## config.mk

```make
export PLATFORM = sky130hd
export DESIGN_NAME = oam_dma_arbiter
export DESIGN_NICKNAME = d
export VERILOG_FILES = /design/src/rtl/gb_mem_pkg.sv /design/src/rtl/oam_dma_seq.sv /design/src/rtl/oam_dma_arbiter.sv
export SDC_FILE = /design/constraint.sdc
export NUM_CORES = 1
export LEC_CHECK = 0
export CELL_PAD_IN_SITES_DETAIL_PLACEMENT = 0
export CELL_PAD_IN_SITES_GLOBAL_PLACEMENT = 1
export CORE_ASPECT_RATIO = 2
export CORE_MARGIN = 2
export CORE_UTILIZATION = 34
export CTS_BUF_LIST = sky130_fd_sc_hd__clkbuf_16
export CTS_CLUSTER_SIZE = 40
export DETAILED_ROUTE_END_ITERATION = 16
export HOLD_SLACK_MARGIN = 0.05
export PLACE_DENSITY_LB_ADDON = 0.15
export SLEW_MARGIN = 20
export SYNTH_ARGS = -nofsm -noshare
export SYNTH_HDL_FRONTEND = slang
export SYNTH_SLANG_ARGS = --single-unit
```

## constraint.sdc

```tcl
create_clock -name iClock -period 5.7 [get_ports iClock]
set_input_delay 1.14 -clock iClock [delete_from_list [all_inputs] [get_ports iClock]]
set_output_delay 1.14 -clock iClock [all_outputs]
set_load 0.05 [all_outputs]
```

## src/rtl/gb_mem_pkg.sv

```systemverilog
// Shared memory-map constants and encodings for the MMU port arbiter and its
// OAM DMA sequencer.
package gb_mem_pkg;

  localparam logic [15:0] ADDR_DMA_REG    = 16'hFF46;
  localparam logic [15:0] ADDR_OAM_BASE   = 16'hFE00;
  localparam int          DMA_LEN_DEFAULT = 160;

  typedef enum logic [1:0] {
    ST_IDLE  = 2'd0,
    ST_DELAY = 2'd1,
    ST_RD    = 2'd2,
    ST_WR    = 2'd3
  } dma_state_t;

  // Source of the CPU read data in the cycle after the address
  typedef enum logic [1:0] {
    SEL_MEM     = 2'd0,
    SEL_REG     = 2'd1,
    SEL_BLOCKED = 2'd2
  } rd_sel_t;

endpackage

```

## src/rtl/oam_dma_seq.sv

```systemverilog
// OAM DMA sequencer: state machine, byte counter, source/destination addresses.
// Build option OAM_DMA_ECHO_CLAMP_EN folds source pages 0xE0-0xFF down by 0x20.
module oam_dma_seq
  import gb_mem_pkg::*;
#(
  parameter int DMA_LEN     = DMA_LEN_DEFAULT,
  parameter int START_DELAY = 1
) (
  input  logic        clk,
  input  logic        rst_n,
  input  logic        trigger,
  input  logic [7:0]  page,
  output logic        busy,
  output logic        we,
  output logic [15:0] addr,
  output logic [7:0]  src_page
);

  localparam logic [7:0] CNT_LAST = 8'(DMA_LEN - 1);
  localparam logic [1:0] DLY_LAST = 2'((START_DELAY == 0) ? 0 : START_DELAY - 1);
  localparam dma_state_t ST_START = (START_DELAY == 0) ? ST_RD : ST_DELAY;

  dma_state_t state, state_nxt;
  logic [7:0] cnt, cnt_nxt;
  logic [1:0] dly, dly_nxt;
  logic [7:0] page_nxt;

  function automatic logic [7:0] src_base(input logic [7:0] p);
`ifdef OAM_DMA_ECHO_CLAMP_EN
    return (p >= 8'hE0) ? (p - 8'h20) : p;
`else
    return p;
`endif
  endfunction

  always_ff @(posedge clk or negedge rst_n) begin
    if (!rst_n) begin
      state    <= ST_IDLE;
      cnt      <= 8'h00;
      dly      <= 2'd0;
      src_page <= 8'h00;
    end else begin
      state    <= state_nxt;
      cnt      <= cnt_nxt;
      dly      <= dly_nxt;
      src_page <= page_nxt;
    end
  end

  // A trigger wins over every state, so a re-trigger simply restarts the copy
  always_comb begin
    state_nxt = state;
    cnt_nxt   = cnt;
    dly_nxt   = dly;
    page_nxt  = src_page;
    if (trigger) begin
      page_nxt  = page;
      cnt_nxt   = 8'h00;
      dly_nxt   = 2'd0;
      state_nxt = ST_START;
    end else begin
      case (state)
        ST_DELAY: begin
          if (dly == DLY_LAST) state_nxt = ST_RD;
          else                 dly_nxt   = dly + 2'd1;
        end
        ST_RD: state_nxt = ST_WR;
        ST_WR: begin
          if (cnt == CNT_LAST) begin
            state_nxt = ST_IDLE;
          end else begin
            cnt_nxt   = cnt + 8'd1;
            state_nxt = ST_RD;
          end
        end
        default: state_nxt = state;
      endcase
    end
  end

  // Offset never carries into the page because DMA_LEN <= 256
  always_comb begin
    busy = (state != ST_IDLE);
    we   = (state == ST_WR);
    case (state)
      ST_RD:   addr = {src_base(src_page), cnt};
      ST_WR:   addr = ADDR_OAM_BASE + {8'h00, cnt};
      default: addr = 16'h0000;
    endcase
  end

endmodule

```

## src/rtl/oam_dma_arbiter.sv

```systemverilog
// Shares the single MMU memory port between the CPU and the OAM DMA engine.
// Optional OAM_DMA_ECHO_CLAMP_EN selects echo-RAM source page folding.
module oam_dma_arbiter
  import gb_mem_pkg::*;
#(
  parameter int DMA_LEN     = DMA_LEN_DEFAULT,
  parameter int START_DELAY = 1
) (
  input  logic        iClock,
  input  logic        iReset,
  input  logic [15:0] iCpuAddr,
  input  logic        iCpuWe,
  input  logic [7:0]  iCpuData,
  output logic [7:0]  oCpuData,
  output logic [15:0] oMemAddr,
  output logic        oMemWe,
  output logic [7:0]  oMemData,
  input  logic [7:0]  iMemData,
  output logic        oDmaBusy
);

  logic        reg_hit;
  logic        trigger;
  logic        dma_busy;
  logic        dma_we;
  logic [15:0] dma_addr;
  logic [7:0]  src_page;
  rd_sel_t     rd_sel_p1, rd_sel_nxt;

  assign reg_hit = (iCpuAddr == ADDR_DMA_REG);
  assign trigger = reg_hit && iCpuWe;

  oam_dma_seq #(
    .DMA_LEN     (DMA_LEN),
    .START_DELAY (START_DELAY)
  ) u_seq (
    .clk      (iClock),
    .rst_n    (iReset),
    .trigger  (trigger),
    .page     (iCpuData),
    .busy     (dma_busy),
    .we       (dma_we),
    .addr     (dma_addr),
    .src_page (src_page)
  );

  assign oDmaBusy = dma_busy;

  // Port mux; reset also forces the port quiet since IDLE is combinational pass-through
  always_comb begin
    oMemAddr = 16'h0000;
    oMemWe   = 1'b0;
    oMemData = 8'h00;
    if (iReset) begin
      if (dma_busy) begin
        oMemAddr = dma_addr;
        oMemWe   = dma_we;
        oMemData = iMemData;
      end else begin
        oMemAddr = iCpuAddr;
        oMemWe   = iCpuWe && !reg_hit;
        oMemData = iCpuData;
      end
    end
  end

  always_comb begin
    if (reg_hit)       rd_sel_nxt = SEL_REG;
    else if (dma_busy) rd_sel_nxt = SEL_BLOCKED;
    else               rd_sel_nxt = SEL_MEM;
  end

  // Read select aligns with the 1-cycle memory latency
  always_ff @(posedge iClock or negedge iReset) begin
    if (!iReset) rd_sel_p1 <= SEL_BLOCKED;
    else         rd_sel_p1 <= rd_sel_nxt;
  end

  always_comb begin
    case (rd_sel_p1)
      SEL_REG:     oCpuData = src_page;
      SEL_MEM:     oCpuData = iMemData;
      default:     oCpuData = 8'hFF;
    endcase
  end

endmodule

```

# [Word-level counts from Yosys, hierarchy flattened]
# Cells that the tools add are included.
[word_totals] regBits=22 elab_cells=49 output_inout_bits=34 in_bits=35
[op_classes] n_reduce_logical=12 muxes=20 eq_ne=9 n_addsub=3
[ops] cell="two-way mux 8 bit" n=5
[ops] cell="two-way mux 16 bit" n=2
[ops] cell="case mux 16 bit (2 select lines)" n=1
[ops] cell="equality test 16 bit, second input constant" n=1
[ops] cell="two-way mux 2 bit" n=8
[ops] cell="case mux 8 bit (2 select lines)" n=1
[ops] cell="adder 10 x 9 -> 11 bit, first input constant" n=1
[ops] cell="adder 8 x 1 -> 8 bit, second input constant" n=1
[ops] cell="equality test 8 bit, second input constant" n=1
[ops] cell="case mux 2 bit (3 select lines)" n=1
[ops] cell="AND reduction 2 bit" n=3
[ops] cell="nonzero test 2 bit" n=3
[ops] cell="equality test 2 x 1 -> 1 bit, second input constant" n=2
[ops] cell="equality test 2 bit, second input constant" n=2
[ops] cell="logical NOT 2 bit" n=2
[ops] cell="!= test 2 bit, second input constant" n=2
[ops] cell="nonzero test 4 bit" n=1
[ops] cell="!= test 3 x 2 -> 1 bit, second input constant" n=1
[ops] cell="adder 2 x 1 -> 2 bit, second input constant" n=1
[ops] cell="logical AND 1 bit" n=2
[ops] cell="two-way mux 1 bit" n=2
[ops] cell="logical NOT 1 bit" n=1

# [Longest topological paths before layout]
# Gate-level depths: netlist of run 1.
[logic_depth] depth_word=5 depth_mapped=6 ltp_nobuf=6

# [Hierarchy]
# From an unflattened synthesis of run 1, not the netlist that was laid out.
[unflattened] cells_unflattened=194 area_unflattened_um2=1826.8
[by_module_without_submodules] mod="oam_dma_seq" instances=1 area_each_um2=1147.4 cells_per_inst=111
[by_module_without_submodules] mod="oam_dma_arbiter" instances=1 area_each_um2=679.4 cells_per_inst=83

# [Least setup slack after synthesis of run 1]
# Ideal clock, no wire load.
[synth_timing] path_type="in2out" from="input port iCpuAddr[4]" to="output port oMemWe" required_time_ns=4.560 slack_ns=2.091 stages=4 arrival_time_ns=2.469 path_cell_list="or4b_4 nor4_4 o22ai_1 and2_1"
[synth_between] elab_chain_len=5
[synth_lines] element="from (decl)" line_no="oam_dma_arbiter.sv:11" source="input logic [15:0] iCpuAddr,"
[synth_lines] element="equality test 16 bit" line_no="oam_dma_arbiter.sv:30" source="assign reg_hit = (iCpuAddr == ADDR_DMA_REG);"
[synth_lines] element="logical NOT 1 bit" line_no="oam_dma_arbiter.sv:61" source="oMemWe = iCpuWe && !reg_hit;"
[synth_lines] element="logical AND 1 bit" line_no="oam_dma_arbiter.sv:61"
[synth_lines] element="two-way mux 1 bit" line_no="oam_dma_arbiter.sv:55" source="if (dma_busy) begin"
[synth_lines] element="two-way mux 1 bit" line_no="oam_dma_arbiter.sv:54" source="if (iReset) begin"
[synth_lines] element="to (decl)" line_no="oam_dma_arbiter.sv:16" source="output logic oMemWe,"
# Every way passes these cells.

# [Worst setup path after layout of run 1]
# Ends and elaborated chain as after synthesis.

==> results of run 1 <==
## worst max-delay path, stage by stage
cell and delay, ns:
clkdlybuf4s50_1 0.42, or4b_4 0.56, nor4_4 0.42, o22ai_1 0.13, and2_1 0.17, clkdlybuf4s50_1 0.69
## registers in the layout, indices dropped and copies added, names as in the netlist
signal and cells:
u_seq.cnt 8, u_seq.dly 2, u_seq.src_page 8, rd_sel_p1 2, u_seq.state 2
## power breakdown
part	switching, W	internal (W)	total, W
Clock	0.0000523	0.0000934	0.000146
Combinational	0.000250	0.000154	0.000404
Sequential	0.0000368	0.000184	0.000220
Total	0.000339	0.000431	0.000770
## layout make-up
cell class / instances / area [um2] / area share [%]
Multi-Input combinational cell: 152 / 1060 / 42.4
Clock buffer: 3 / 75.1 / 3.01
Inverter: 6 / 22.5 / 0.904
Clock inverter: 1 / 3.75 / 0.151
Timing Repair Buffer: 72 / 711 / 28.5
Sequential cell: 22 / 552 / 22.1
Tap cell: 57 / 71.3 / 2.86
## per-layer routing
layer	track usage, %	up-vias	part of all wire, %
met5	0	-	0
met2	36.2	56	58
met3	2.01	2	6.1
li1	-	813	-
met4	3.66	0	0.63
met1	19.1	740	35
## kinds of logic (layout without fill, tap and decap cells)
family                   after synthesis  count (layout)  synth area share [%]
AND/OR/NAND/NOR                       82              82                  28.3
adder cells (fa/ha/maj)                6               6                  4.43
XOR/XNOR                               4               4                  2.07
AO/OA/AOI/OAI                         44              44                  15.9
flip-flops                            22              22                  32.5
multiplexers                          16              16                  11.6
buffers and inverters                 17              82                  5.17
## cells in the final DEF, fill, tap and decap left out, drive strengths merged, types with 5 or more instances in the layout
master / instances
a211o: 8
a21oi: 19
clkdlybuf4s50: 68
dfrtp: 21
ha: 6
inv: 6
mux2: 8
mux2i: 8
nand2: 15
nand3: 5
nor2: 12
nor2b: 25
nor3b: 8
o21ai: 10
## through the flow
| stage | total power, W | cells | setup WS (ns) | hold slack [ns] |
|---|---|---|---|---|
| final | 0.000770 | 313 | 1.02 | 0.542 |
| after floorplan | 0.000486 | 191 | 2.09 | 0.504 |
| after global routing | 0.000833 | 313 | 0.967 | 0.566 |
| after CTS | 0.000782 | 313 | 1.01 | 0.550 |
| after global placement | 0.000629 | 309 | 1.03 | 0.534 |
| after detailed placement | 0.000632 | 309 | 1.01 | 0.533 |
## worst max path at each step
stage	start	end	slack, ns
finish	iCpuAddr[4]	oMemWe	1.02
global route	iCpuAddr[4]	oMemWe	0.97
CTS	iCpuAddr[4]	oMemWe	1.01
detailed placement	iCpuAddr[4]	oMemWe	1.01
global placement	iCpuAddr[4]	oMemWe	1.03
floorplan	iCpuAddr[4]	oMemWe	2.09
==> results.yml, run 1 <==
global_route:
  grt_pass1_vias: 1631
  grt.total_usage_pct: 18.4
  antenna_found_initial: 0
  gr-total-overflow: 0
  grt_pass1_wl_mm: 7.80
  grt_start_max_net_pins: 27
critical_path:
  worstPathRequired_ns: 4.56
  r2r_start: "u_seq.cnt[2]"
  r2r_slack_ns: 3.97
  critPathMaxFanout: 5
  ff2ff_path_depth: 4
  rr_endpoint: "u_seq.cnt[3]"
  cp-end-kind: "primary output"
  arrival_ns: 3.54
  crit_type: "in2out"
  cp-start-kind: "input pin"
yosys:
  ys_top_cells_by_area: "dfrtp_1, nor2b_1, mux2_4, a21oi_1, mux2i_1"
  synth_flop_cell: "dfrtp_1"
  synthDominantCellAreaShare_pct: 31.0
  synth.avg_cell_area_um2: 8.88
  synth-seq-cells: 22
  synth_common_cells: "nor2b_1, dfrtp_1, a21oi_1"
  synth-edff-count: 0
  yosysMostFrequentCell: "nor2b_1"
  ys_types: 39
  yosys_warnings: 0
  syn_area_um2: 1700
  synth_fp_nets: 232
  syn_inst: 191
  synth_seq_area_share_pct: 32.5
  async_flop_share_pct: 100
  synth_top_cell_by_area: "dfrtp_1"
min_path:
  min_path_type: "reg2reg"
  min_path_cells: 1
  min_from: "u_seq.src_page[2]"
  hold_end: "u_seq.src_page[2]"
clock_tree:
  clk_pin_slew_worst_paths_ns: 0.06
  cts-buffers-inserted: 3
  insertion_delay_ns: 0.25
  clockBufferDepth: 2
  ctsResizeCount: 0
  postCtsSetupRepairBufs: 0
  cts_tree: "built"
  cts.sinks: 22
  holdBufCountCts: 0
  cts_max_level: 1
  cts_root_buf: "clkbuf_16"
floorplan:
  coreArea_um2: 4820
  die_area_um2: 5600
  chipHeight_um: 104
  num_io_pins: 69
  initial_core_util_pct: 35.2
  die_w_um: 53.9
  rows: 36
power_and_ir_drop:
  p_per_area_nw_per_um2: 309
  p_leak_nw: 0.981
  peakVddDrop_uv: 199
route:
  routed_wl_mm: 4.93
  drtPass1Iterations: 4
  vias: 1611
  wl_per_cell_um: 15.8
  drt_iter0_markers: 22
  via_per_inst: 5.15
  drc_errors: 0
  ant_nets: 0
finish:
  layout-drive-gt1-share_pct: 7.42
  design_area_um2: 2490
  final.fill_count: 481
  area_growth_pct: 46.9
  nets: 298
  diodes: 0
  post-route-util_pct: 51.7
sta:
  final.min_clock_period_ns: 4.68
  slew_headroom_pct: 48.7
  hold_viol_final: 0
  setup_violations: 0
  report.final.slew_viol_count: 0
  worstMarginPinSlew_ns: 0.762
  clock_skew_ns: 0.00378
  fmax_mhz: 214
  fin_tns_setup_ns: 0
  rsz0062_at_grt: "false"
  min_period_over_period_pct: 82.1
placed_design:
  gp_congestion: 0.825
  place_area_um2: 2410
  place_hpwl_mm: 3.91
  portBuffers: 68
status:
  status: "finished, final reports clean"
flow_run:
  maxCapViolCount: 0
Power figures use the tool's default switching activity.
==> inputs of run 2 (changes only) <==
--- a/config.mk
+++ b/config.mk
@@ -9,7 +9,7 @@
 export CELL_PAD_IN_SITES_GLOBAL_PLACEMENT = 1
 export CORE_ASPECT_RATIO = 2
 export CORE_MARGIN = 2
-export CORE_UTILIZATION = 34
+export CORE_UTILIZATION = 31
 export CTS_BUF_LIST = sky130_fd_sc_hd__clkbuf_16
 export CTS_CLUSTER_SIZE = 40
 export DETAILED_ROUTE_END_ITERATION = 16
==> constraint.sdc (replaced) <==
create_clock -name iClock -period 4.8 [get_ports iClock]
set_input_delay 0.96 -clock iClock [delete_from_list [all_inputs] [get_ports iClock]]
set_output_delay 0.96 -clock iClock [all_outputs]
set_load 0.05 [all_outputs]
==> run 2 against run 1 <==
Critical path depth is the same. Total power is 20% higher. Clock skew decreased by 0.0011 ns. Highest routed layer unchanged. Global-route usage decreased by 0.82 points. Core utilization is 5.5 points lower. Clock power rose by 21%. Via count grew 1.6%. Worst hold slack lost 0.0029 ns. Routed wire length rose by 3.9%. Largest power group unchanged. Sequential cell count stayed put.
==> results.yml, run 2 (synthesis results as in run 1) <==
floorplan:
  chipHeight_um: 109
  initial_core_util_pct: 31.6
  die_w_um: 56.3
  coreArea_um2: 5370
  num_io_pins: 69
  die_area_um2: 6110
  rows: 38
power_and_ir_drop:
  peakVddDrop_uv: 311
  p_per_area_nw_per_um2: 371
  finalPower_w: 0.000921
  p_leak_nw: 0.976
clock_tree:
  holdBufCountCts: 0
  cts.sinks: 22
  cts_root_buf: "clkbuf_16"
  clockBufferDepth: 2
  postCtsSetupRepairBufs: 0
  insertion_delay_ns: 0.25
  cts_tree: "built"
  cts-buffers-inserted: 3
  ctsResizeCount: 0
  clk_pin_slew_worst_paths_ns: 0.06
  cts_max_level: 1
finish:
  area.sequential_um2: 552
  largestRegisters: "u_seq.cnt (8), u_seq.src_page (8)"
  multi_input_area_um2: 1060
  mostFrequentLayoutCells: "clkdlybuf4s50_1, nor2b_1, dfrtp_1"
  layout_commonest_cell: "clkdlybuf4s50_1"
  design_area_um2: 2480
  final.fill_count: 554
  diodes: 0
  nets: 297
  layout-drive-gt1-share_pct: 7.45
  instances_no_fill: 315
  area_growth_pct: 46.4
sta:
  setup_violations: 0
  slew_headroom_pct: 52.4
  fmax_mhz: 231
  rsz0062_at_grt: "false"
  final.min_clock_period_ns: 4.32
  clock_skew_ns: 0.00265
  fin_tns_setup_ns: 0
  min_period_over_period_pct: 90.1
  hold_viol_final: 0
  report.final.slew_viol_count: 0
  worstMarginPinSlew_ns: 0.714
  holdWs_ns: 0.539
min_path:
  min_path_type: "reg2reg"
critical_path:
  worstPathRequired_ns: 3.84
  arrival_ns: 3.36
  cp-end-kind: "primary output"
  endpoint: "oMemWe"
  crit_type: "in2out"
  critPathMaxFanout: 5
  critPathLaunch: "iCpuAddr[4]"
  rr_endpoint: "u_seq.cnt[0]"
  r2r_slack_ns: 3.09
  ff2ff_path_depth: 4
  cp-start-kind: "input pin"
  r2r_start: "u_seq.cnt[2]"
route:
  ant_nets: 0
  drtPass1Iterations: 4
  drc_errors: 0
  drt_iter0_markers: 49
  via_per_inst: 5.20
  wl_per_cell_um: 16.3
  routed_wl_mm: 5.13
  vias: 1637
global_route:
  gr-total-overflow: 0
  grt_start_max_net_pins: 33
  grt_pass1_vias: 1686
  grt.total_usage_pct: 17.6
  grt_pass1_wl_mm: 8.44
  antenna_found_initial: 0
status:
  status: "finished, final reports clean"
flow_run:
  maxCapViolCount: 0
placed_design:
  portBuffers: 68
  place_area_um2: 2400
  place_hpwl_mm: 3.94
  gp_congestion: 0.832
  dp_cells: 311
[run 2: cell types whose count changed in the layout (fill, tap and decap cells not counted)]
cell,change
clkdlybuf4s50_1,-1
buf_4,-1
buf_2,+1
[run 2: cell type report]
type | count | area share, %
multi-input cells | 152 | 42.5
inverters | 6 | 0.907
repair buffers | 71 | 28.1
clock buffers | 3 | 3.02
well taps | 60 | 3.02
flip-flops and latches | 22 | 22.2
clock inverters | 1 | 0.151
[run 2: worst max-delay path: stages]
cell and delay (ns):
clkdlybuf4s50_1 0.42, or4b_4 0.56, nor4_4 0.40, o22ai_1 0.14, and2_1 0.17, clkdlybuf4s50_1 0.69
[run 2: how the worst min path moves through the flow]
stage                      start           endpoint  depth (start not counted)
6_report       u_seq.src_page[1]  u_seq.src_page[1]                          1
2_1_floorplan  u_seq.src_page[1]  u_seq.src_page[1]                          1
5_1_grt        u_seq.src_page[3]  u_seq.src_page[3]                          1
4_1_cts        u_seq.src_page[3]  u_seq.src_page[3]                          1
3_5_place_dp   u_seq.src_page[3]  u_seq.src_page[3]                          1
3_3_place_gp   u_seq.src_page[3]  u_seq.src_page[3]                          1
[run 2: layer usage]
metal	GRT usage [%]	wire length, um	up-vias
li1	-	-	805
met1	19.7	2010	763
met2	32.6	2750	63
met3	2.87	260	6
met4	6.80	103	0
met5	0	0	-
[run 2: metrics by stage]
stage	worst slack, ns	util (%)
after floorplan	1.55	-
after global placement	0.483	44.7
after detailed placement	0.454	44.7
after CTS	0.454	46.2
after global routing	0.395	46.2
final	0.477	46.2
[run 2: report_power, final]
group	total, W	switching (W)	internal (W)
Combinational	0.000482	0.000300	0.000182
Clock	0.000177	0.0000656	0.000111
Sequential	0.000262	0.0000440	0.000218
Total	0.000921	0.000409	0.000511
==> inputs of run 3 (changes only) <==
--- a/config.mk
+++ b/config.mk
@@ -8,10 +8,9 @@
 export CELL_PAD_IN_SITES_DETAIL_PLACEMENT = 0
 export CELL_PAD_IN_SITES_GLOBAL_PLACEMENT = 1
 export CORE_ASPECT_RATIO = 2
-export CORE_MARGIN = 2
+export CORE_MARGIN = 8
 export CORE_UTILIZATION = 31
 export CTS_BUF_LIST = sky130_fd_sc_hd__clkbuf_16
-export CTS_CLUSTER_SIZE = 40
 export DETAILED_ROUTE_END_ITERATION = 16
 export HOLD_SLACK_MARGIN = 0.05
 export PLACE_DENSITY_LB_ADDON = 0.15
==> run 3 against run 2 <==
Critical path depth did not move. Critical endpoint unchanged. Sequential share of layout area did not move. Worst hold slack improved by 0.0020 ns. Critical path type unchanged. Sequential cell count is the same. Global-route usage fell by 4.4 points. Fmax is 0.57% lower. Core utilization unchanged. Via count rose by 1.7%. Setup slack got worse by 0.025 ns. Sequential power barely moved. First-iteration DRC count up 6.1%. Cell count is the same.
==> results.yml, run 3 (synthesis results as in run 1) <==
global_route:
  grt.total_usage_pct: 13.2
  gr-total-overflow: 0
  antenna_found_initial: 0
  grt_start_max_net_pins: 28
  grt_pass1_vias: 1700
  grt_pass1_wl_mm: 8.49
clock_tree:
  clk_pin_slew_worst_paths_ns: 0.06
  ctsResizeCount: 0
  cts_tree: "built"
  cts-buffers-inserted: 3
  cts.sinks: 22
  postCtsSetupRepairBufs: 0
  clockBufferDepth: 2
  cts_root_buf: "clkbuf_16"
  cts_max_level: 1
  insertion_delay_ns: 0.25
  holdBufCountCts: 0
sta:
  report.final.slew_viol_count: 0
  rsz0062_at_grt: "false"
  clock_skew_ns: 0.00192
  hold_viol_final: 0
  fin_tns_setup_ns: 0
  setup_violations: 0
  min_period_over_period_pct: 90.6
  final.min_clock_period_ns: 4.35
  slew_headroom_pct: 45.5
  worstMarginPinSlew_ns: 0.818
  fmax_mhz: 230
critical_path:
  cp_slowest_cell: "clkdlybuf4s50_1"
  critPathBufInv: 2
  slowest_delay_ns: 0.69
  arrival_ns: 3.39
  cp-end-kind: "primary output"
  crit_type: "in2out"
  cp-start-kind: "input pin"
  path_cells: "clkdlybuf4s50_1 > or4b_4 > nor4_4 > o22ai_1 > and2_1 > clkdlybuf4s50_1"
  critPathMaxFanout: 5
  worstPathRequired_ns: 3.84
  cp_top_family: "simple AND/OR/NAND/NOR gates"
  cp_common_cell: "clkdlybuf4s50_1"
placed_design:
  portBuffers: 68
  place_hpwl_mm: 4.38
  dp_cells: 311
  gp_congestion: 0.814
flow_run:
  maxCapViolCount: 0
route:
  wl_per_cell_um: 17.4
  routed_wl_mm: 5.48
  vias: 1665
  via_per_inst: 5.29
  drtPass1Iterations: 4
  drc_errors: 0
  ant_nets: 0
  drt_iter0_markers: 52
floorplan:
  die_area_um2: 8230
  die_w_um: 68.3
  rows: 38
  initial_core_util_pct: 31.6
  chipHeight_um: 121
  coreArea_um2: 5370
  num_io_pins: 69
finish:
  layout-drive-gt1-share_pct: 7.45
  final.fill_count: 567
  mostFrequentLayoutCells: "clkdlybuf4s50_1, nor2b_1, dfrtp_1"
  area_growth_pct: 46.4
  layout_commonest_cell: "clkdlybuf4s50_1"
  diodes: 0
  instances_no_fill: 315
  nets: 297
  largestRegisters: "u_seq.cnt (8), u_seq.src_page (8)"
min_path:
  min_path_type: "reg2reg"
status:
  status: "finished, final reports clean"
power_and_ir_drop:
  p_per_area_nw_per_um2: 372
  peakVddDrop_uv: 252
  p_leak_nw: 0.976
## run 3: routing by layer
metal  global-route usage, %  part of all wire, %
met4                    4.00                  1.1
met5                       0                    0
met2                    24.3                   53
met3                    1.76                  6.7
met1                    14.7                   39
## run 3: worst paths after layout
check | from | to | slack (ns) | depth (start not counted)
worst max-delay path | iCpuAddr[4] | oMemWe | 0.45 | 6
worst min register to register | u_seq.dly[0] | u_seq.dly[0] | 0.54 | 2
min in group asynchronous | iReset | u_seq.src_page[5] | 0.65 | 1
worst min-delay path | u_seq.dly[0] | u_seq.dly[0] | 0.54 | 2
worst max register to register | u_seq.cnt[2] | u_seq.cnt[3] | 3.08 | 4
max in group asynchronous | iReset | u_seq.cnt[3] | 3.45 | 3
## run 3: per-stage QoR
step | instance area, um2 | util [%] | setup slack, ns | hold WS, ns | power, W
finish | 2480 | 46.2 | 0.452 | 0.541 | 0.000923
global route | 2480 | 46.2 | 0.404 | 0.566 | 0.000974
CTS | 2480 | 46.2 | 0.432 | 0.548 | 0.000933
detailed placement | 2400 | 44.7 | 0.438 | 0.527 | 0.000752
global placement | 2400 | 44.7 | 0.456 | 0.523 | 0.000751
floorplan | 1700 | - | 1.55 | 0.504 | 0.000577
## run 3: layout make-up
cell class              count  area (um2)  share of cell area (%)
repair buffers             71         698                    28.1
clock inverters             1        3.75                   0.151
flip-flops and latches     22         552                    22.2
clock buffers               3        75.1                    3.02
well taps                  60        75.1                    3.02
inverters                   6        22.5                   0.907
multi-input cells         152        1060                    42.5
## run 3: power breakdown
part	internal, W	switching, W	total, W	leakage, nW
Combinational	0.000182	0.000300	0.000482	0.662
Clock	0.000111	0.0000662	0.000177	0.0385
Sequential	0.000218	0.0000456	0.000264	0.275
## run 3: worst min-delay path, delay by kind of cell, from the launching register on
family           cells  cell delay (ns)
AND/OR/NAND/NOR      1             0.07
flip-flops           1             0.36
XOR/XNOR             1             0.08
